`src/rtl/hazard_ctrl_unit.sv`:
```
// Hazard control for the 5-stage RV32 pipeline: E-stage forwarding, load-use stall,
// taken-branch flush, multi-cycle execute stall FSM and a saturating stall counter.
module hazard_ctrl_unit #(
    parameter int REG_AW   = 5,
    parameter int MC_STALL = 3,
    parameter int STALL_CW = 16
) (
    input  logic                clk,
    input  logic                rst,
    input  logic                RegWriteM,
    input  logic                RegWriteW,
    input  logic [REG_AW-1:0]   RD_M,
    input  logic [REG_AW-1:0]   RD_W,
    input  logic [REG_AW-1:0]   RD_E,
    input  logic [REG_AW-1:0]   RS1_E,
    input  logic [REG_AW-1:0]   RS2_E,
    input  logic [REG_AW-1:0]   RS1_D,
    input  logic [REG_AW-1:0]   RS2_D,
    input  logic                LoadE,
    input  logic                MultiCycE,
    input  logic                PCSrcE,
    output logic [1:0]          ForwardAE,
    output logic [1:0]          ForwardBE,
    output logic                StallF,
    output logic                StallD,
    output logic                StallE,
    output logic                FlushD,
    output logic                FlushE,
    output logic                FlushM,
    output logic                McBusy,
    output logic [STALL_CW-1:0] StallCount
);

    localparam int CW = $clog2(MC_STALL + 1);

    typedef enum logic [1:0] {IDLE, BUSY, RELEASE} state_t;

    state_t        state;
    logic [CW-1:0] cnt;
    logic          mc_stall;
    logic          lw;

    function automatic logic [1:0] fwd_sel(
        input logic              wr_m,
        input logic [REG_AW-1:0] rd_m,
        input logic              wr_w,
        input logic [REG_AW-1:0] rd_w,
        input logic [REG_AW-1:0] rs
    );
        if (wr_m && (rd_m != '0) && (rd_m == rs))
            return 2'b10;
        else if (wr_w && (rd_w != '0) && (rd_w == rs))
            return 2'b01;
        else
            return 2'b00;
    endfunction

    always_comb begin
        mc_stall = 1'b0;
        unique case (state)
            IDLE:    mc_stall = MultiCycE;
            BUSY:    mc_stall = 1'b1;
            default: mc_stall = 1'b0;
        endcase
    end

    assign lw = LoadE && (RD_E != '0) && ((RD_E == RS1_D) || (RD_E == RS2_D));

    // Priority: multi-cycle hold, then branch flush, then load-use bubble.
    always_comb begin
        ForwardAE = 2'b00;
        ForwardBE = 2'b00;
        StallF    = 1'b0;
        StallD    = 1'b0;
        StallE    = 1'b0;
        FlushD    = 1'b0;
        FlushE    = 1'b0;
        FlushM    = 1'b0;
        if (!rst) begin
            ForwardAE = fwd_sel(RegWriteM, RD_M, RegWriteW, RD_W, RS1_E);
            ForwardBE = fwd_sel(RegWriteM, RD_M, RegWriteW, RD_W, RS2_E);
            if (mc_stall) begin
                StallF = 1'b1;
                StallD = 1'b1;
                StallE = 1'b1;
                FlushM = 1'b1;
            end else if (PCSrcE) begin
                FlushD = 1'b1;
                FlushE = 1'b1;
            end else if (lw) begin
                StallF = 1'b1;
                StallD = 1'b1;
                FlushE = 1'b1;
            end
        end
    end

    assign McBusy = (state == BUSY);

    always_ff @(posedge clk) begin
        if (rst) begin
            state      <= IDLE;
            cnt        <= '0;
            StallCount <= '0;
        end else begin
            if (StallF && (StallCount != '1))
                StallCount <= StallCount + STALL_CW'(1);
            unique case (state)
                IDLE: begin
                    if (MultiCycE) begin
                        cnt   <= CW'(MC_STALL - 1);
                        state <= (MC_STALL == 1) ? RELEASE : BUSY;
                    end
                end
                BUSY: begin
                    cnt <= cnt - CW'(1);
                    if (cnt == CW'(1))
                        state <= RELEASE;
                end
                // The op that stalled is now leaving E; its MultiCycE is not a new request.
                default: state <= IDLE;
            endcase
        end
    end

endmodule

```
`config.mk`:
```
export PLATFORM = sky130hd
export DESIGN_NAME = hazard_ctrl_unit
export DESIGN_NICKNAME = d
export VERILOG_FILES = /design/src/rtl/hazard_ctrl_unit.sv
export SDC_FILE = /design/constraint.sdc
export NUM_CORES = 1
export LEC_CHECK = 0
export ABC_AREA = 0
export BUFFER_PORTS_ARGS = -buffer_cell sky130_fd_sc_hd__buf_2
export CAP_MARGIN = 20
export CELL_PAD_IN_SITES_DETAIL_PLACEMENT = 2
export CELL_PAD_IN_SITES_GLOBAL_PLACEMENT = 2
export CORE_ASPECT_RATIO = 0.9
export CORE_MARGIN = 2
export CORE_UTILIZATION = 27
export CTS_CLUSTER_SIZE = 25
export DETAILED_ROUTE_END_ITERATION = 6
export GPL_TIMING_DRIVEN = 0
export MAX_ROUTING_LAYER = met4
export PLACE_DENSITY = 0.92
export SLEW_MARGIN = 10
export SYNTH_ARGS = -nofsm -noshare
export SYNTH_HDL_FRONTEND = slang
export SYNTH_SLANG_ARGS = --single-unit
```
`constraint.sdc`:
```
create_clock -name clk -period 5.5 [get_ports clk]
set_input_delay 0.825 -clock clk [delete_from_list [all_inputs] [get_ports clk]]
set_output_delay 0.825 -clock clk [all_outputs]
set_load 0.02 [all_outputs]
```
==> reports/results.tsv <==
stage	metric	value	unit
status	status	finished, final reports clean	
logic_synthesis	Yosys cell types	36	
detailed_routing	DR vias	1626	
clock_network	CTS tree	built	
placement	gpl congestion	0.7813	
global_routing	Tot GR Track Use	20.50	%
logic_synthesis	Post-Synthesis Net Count	220	
floorplanning	starting density of the core	27.81	%
floorplanning	Core ar.	5192	µm²
clock_network	clk slew on worst S/H paths	90	ps
detailed_routing	DR iter-0 viols	79	
critical_path	crit start category	input port	
critical_path	crit-path max FO	10	
detailed_routing	DR pass1 iterations	4	
cells_and_area	Fillers	645	
global_routing	global-route wire length before repair	8.970	mm
global_routing	initial antenna violation count	0	
hold_path	Tightest Hold Check Type	register to register	
cells_and_area	commonest cells after routing, fill and taps aside	buf_2, dfxtp_1, xnor2_1	
critical_path	R2R Path Start	StallCount[0]	
logic_synthesis	Mean Syn Cell Area	8.204	µm²
detailed_routing	DRC viols	0	
cells_and_area	Layout area overhead	34.32	%
job	max cap viols	0	
floorplanning	DIE HEIGHT	73.38	µm
detailed_routing	DR WL/cell	17.47	µm
clock_network	clock sink total	20	
logic_synthesis	FF+latch count, synth	20	
critical_path	critical path data required time	4680	ps
timing	period utilisation layout	63.14	%
critical_path	crit path cell chain	buf_2 -> or4_1 -> o21ai_1 -> nor2_1 -> a31oi_4 -> buf_6 -> inv_2 -> buf_4 -> buf_2	
timing	unrepaired setup endpoints after global routing	no	
timing	Slew HR	57.90	%
power	Worst VDD drop	0.08940	mV
cells_and_area	commonest non-fill, non-tap cell in the layout	buf_2	
logic_synthesis	Seq/Total Area, Yosys	27.73	%
timing	Setup-failing EPs final	0	
logic_synthesis	Gate Count Post-Synth	176	
timing	Slew @ Worst Pin	626.6	ps
global_routing	largest net degree at the start of global routing	13	
clock_network	cts-stage hold buffer count	0	
clock_network	Inserted Clock Buffers	3	
clock_network	H-tree depth	1	
critical_path	Crit. Startpoint	RD_E[1]	
power	PD cells	206.2	nW/µm²
timing	setup TNS	0	ps
critical_path	CP dominant cell by count	buf_2	
clock_network	Root Driver	clkbuf_8	
cells_and_area	nets	293	
detailed_routing	drt total wl	5.504	mm
logic_synthesis	Primary FF master, synth	dfxtp_1	
critical_path	Crit Path Category	input port to output port	
critical_path	crit path max-delay cell type	or4_1	
timing	Final min period	3473	ps
detailed_routing	ANT nets after route	0	
global_routing	GRT overflow	0	
clock_network	clock latency on the worst-skew pair	280	ps
floorplanning	DIE AREA	5950	µm²
critical_path	CP peak stage delay	520	ps
hold_path	Hold Crit Start	cnt[0]	
logic_synthesis	mapped cell area	1444	µm²
clock_network	# Post-CTS Setup Buffers	0	
floorplanning	# rows	25	
global_routing	number of global-route vias before repair	1786	
logic_synthesis	Async SR Flop Fraction	0	%
timing	skew final	10.87	ps
floorplanning	Die X	81.09	µm
placement	Detail Placement HPWL	4.447	mm
placement	IO Port Bufs	68	
cells_and_area	post-route design area	1939	µm²
logic_synthesis	EDFF count, synth	0	
cells_and_area	Antenna diodes	0	
placement	placed inst area	1868	µm²
timing	Final Max Tran Viols	0	
timing	Final Hold Vio Count	0	
logic_synthesis	Ys Warns	0	
critical_path	Critical Path End Type	output port	
clock_network	post_cts resized	0	
detailed_routing	Vias/cell	5.162	
clock_network	clock buffer depth	2	
power	Static Leakage	0.0008209	µW
cells_and_area	layout cell share with drive strength beyond 1	32.66	%
floorplanning	Ports	69	
critical_path	arrival time worst endpoint	2650	ps
timing	fmax	0.2880	GHz
[cell type report]
class / instances / area [µm²] / area share [%]
Inverter: 7 / 26.28 / 1.355
Tap cell: 67 / 83.83 / 4.323
Multi-Input combinational cell: 142 / 968.4 / 49.94
Clock inverter: 1 / 30.03 / 1.548
Timing Repair Buffer: 68 / 340.3 / 17.55
Clock buffer: 3 / 41.29 / 2.129
Sequential cell: 20 / 400.4 / 20.65
Buffer: 7 / 48.80 / 2.516
[synth_stat cells (3+ instances only)]
library cell	instances	share of area (%)
a21oi_1	10	3.5
nand3_1	15	5.2
xnor2_1	20	12
or4_1	14	7.3
and3_1	4	1.7
o41ai_1	3	1.8
o21ai_1	3	1.0
mux2i_1	3	2.1
dfxtp_1	20	28
o31ai_1	8	4.2
inv_1	6	1.6
nor4_1	4	1.7
nor3_1	5	1.7
nor2_1	10	2.6
xor2_1	10	6.1
clkbuf_1	3	0.78
nand2_1	13	3.4
[worst max-delay path, delay by kind of cell]
kind	cells	cell delay, ps
buffers and inverters	5	670
and+or+nand+nor	2	630
AOI/OAI and AO/OA	2	520
[per-layer routing]
metal	global-route usage, %	wire length [µm]	share of wire [%]
met1	21.47	2247	41
met2	37.47	2845	52
met3	3.194	235	4.3
met4	9.793	176	3.2
met5	-	0	0
[registers in the layout, summed over array words and instances, names as in the netlist]
register,count
state,2
StallCount,16
cnt,2
[final timing paths]
check / to / slack (ps) / cells after the start
max reg2reg: StallCount[6] / 3050 / 8
max: StallF / 2030 / 9
min: cnt[0] / 490 / 1
min reg2reg: cnt[0] / 490 / 1
[power breakdown]
part           switching (µW)  internal, µW  total (µW)  leakage (µW)
sequential               3.61           148         152      0.000162
combinational            52.0          40.2        92.2      0.000623
clock                    58.2          97.4         156     0.0000357
[through the flow]
step,hold WS (ps),setup WS [ps],util [%],total power [µW],std cells
final,494.3,2027,37.35,399.9,315
after global routing,518.4,1924,37.35,417.4,315
after CTS,493.2,2004,37.35,404.4,315
after detailed placement,477.6,2000,35.98,248.8,311
after global placement,462.5,2106,35.98,242.5,311
after floorplan,443.6,2212,-,207.2,176
[logic make-up (layout without fill, tap and decap cells)]
| family | Yosys count | in the layout | synth area share [%] |
|---|---|---|---|
| adders and majority gates | 2 | 2 | 1.733 |
| buffers and inverters | 14 | 86 | 5.198 |
| and+or+nand+nor | 72 | 72 | 27.21 |
| AOI/OAI and AO/OA | 34 | 34 | 17.07 |
| DFF | 20 | 20 | 27.73 |
| xor gates and xnor gates | 30 | 30 | 18.20 |
| muxes | 4 | 4 | 2.860 |
No activity file was read; power rests on OpenSTA's default activity.
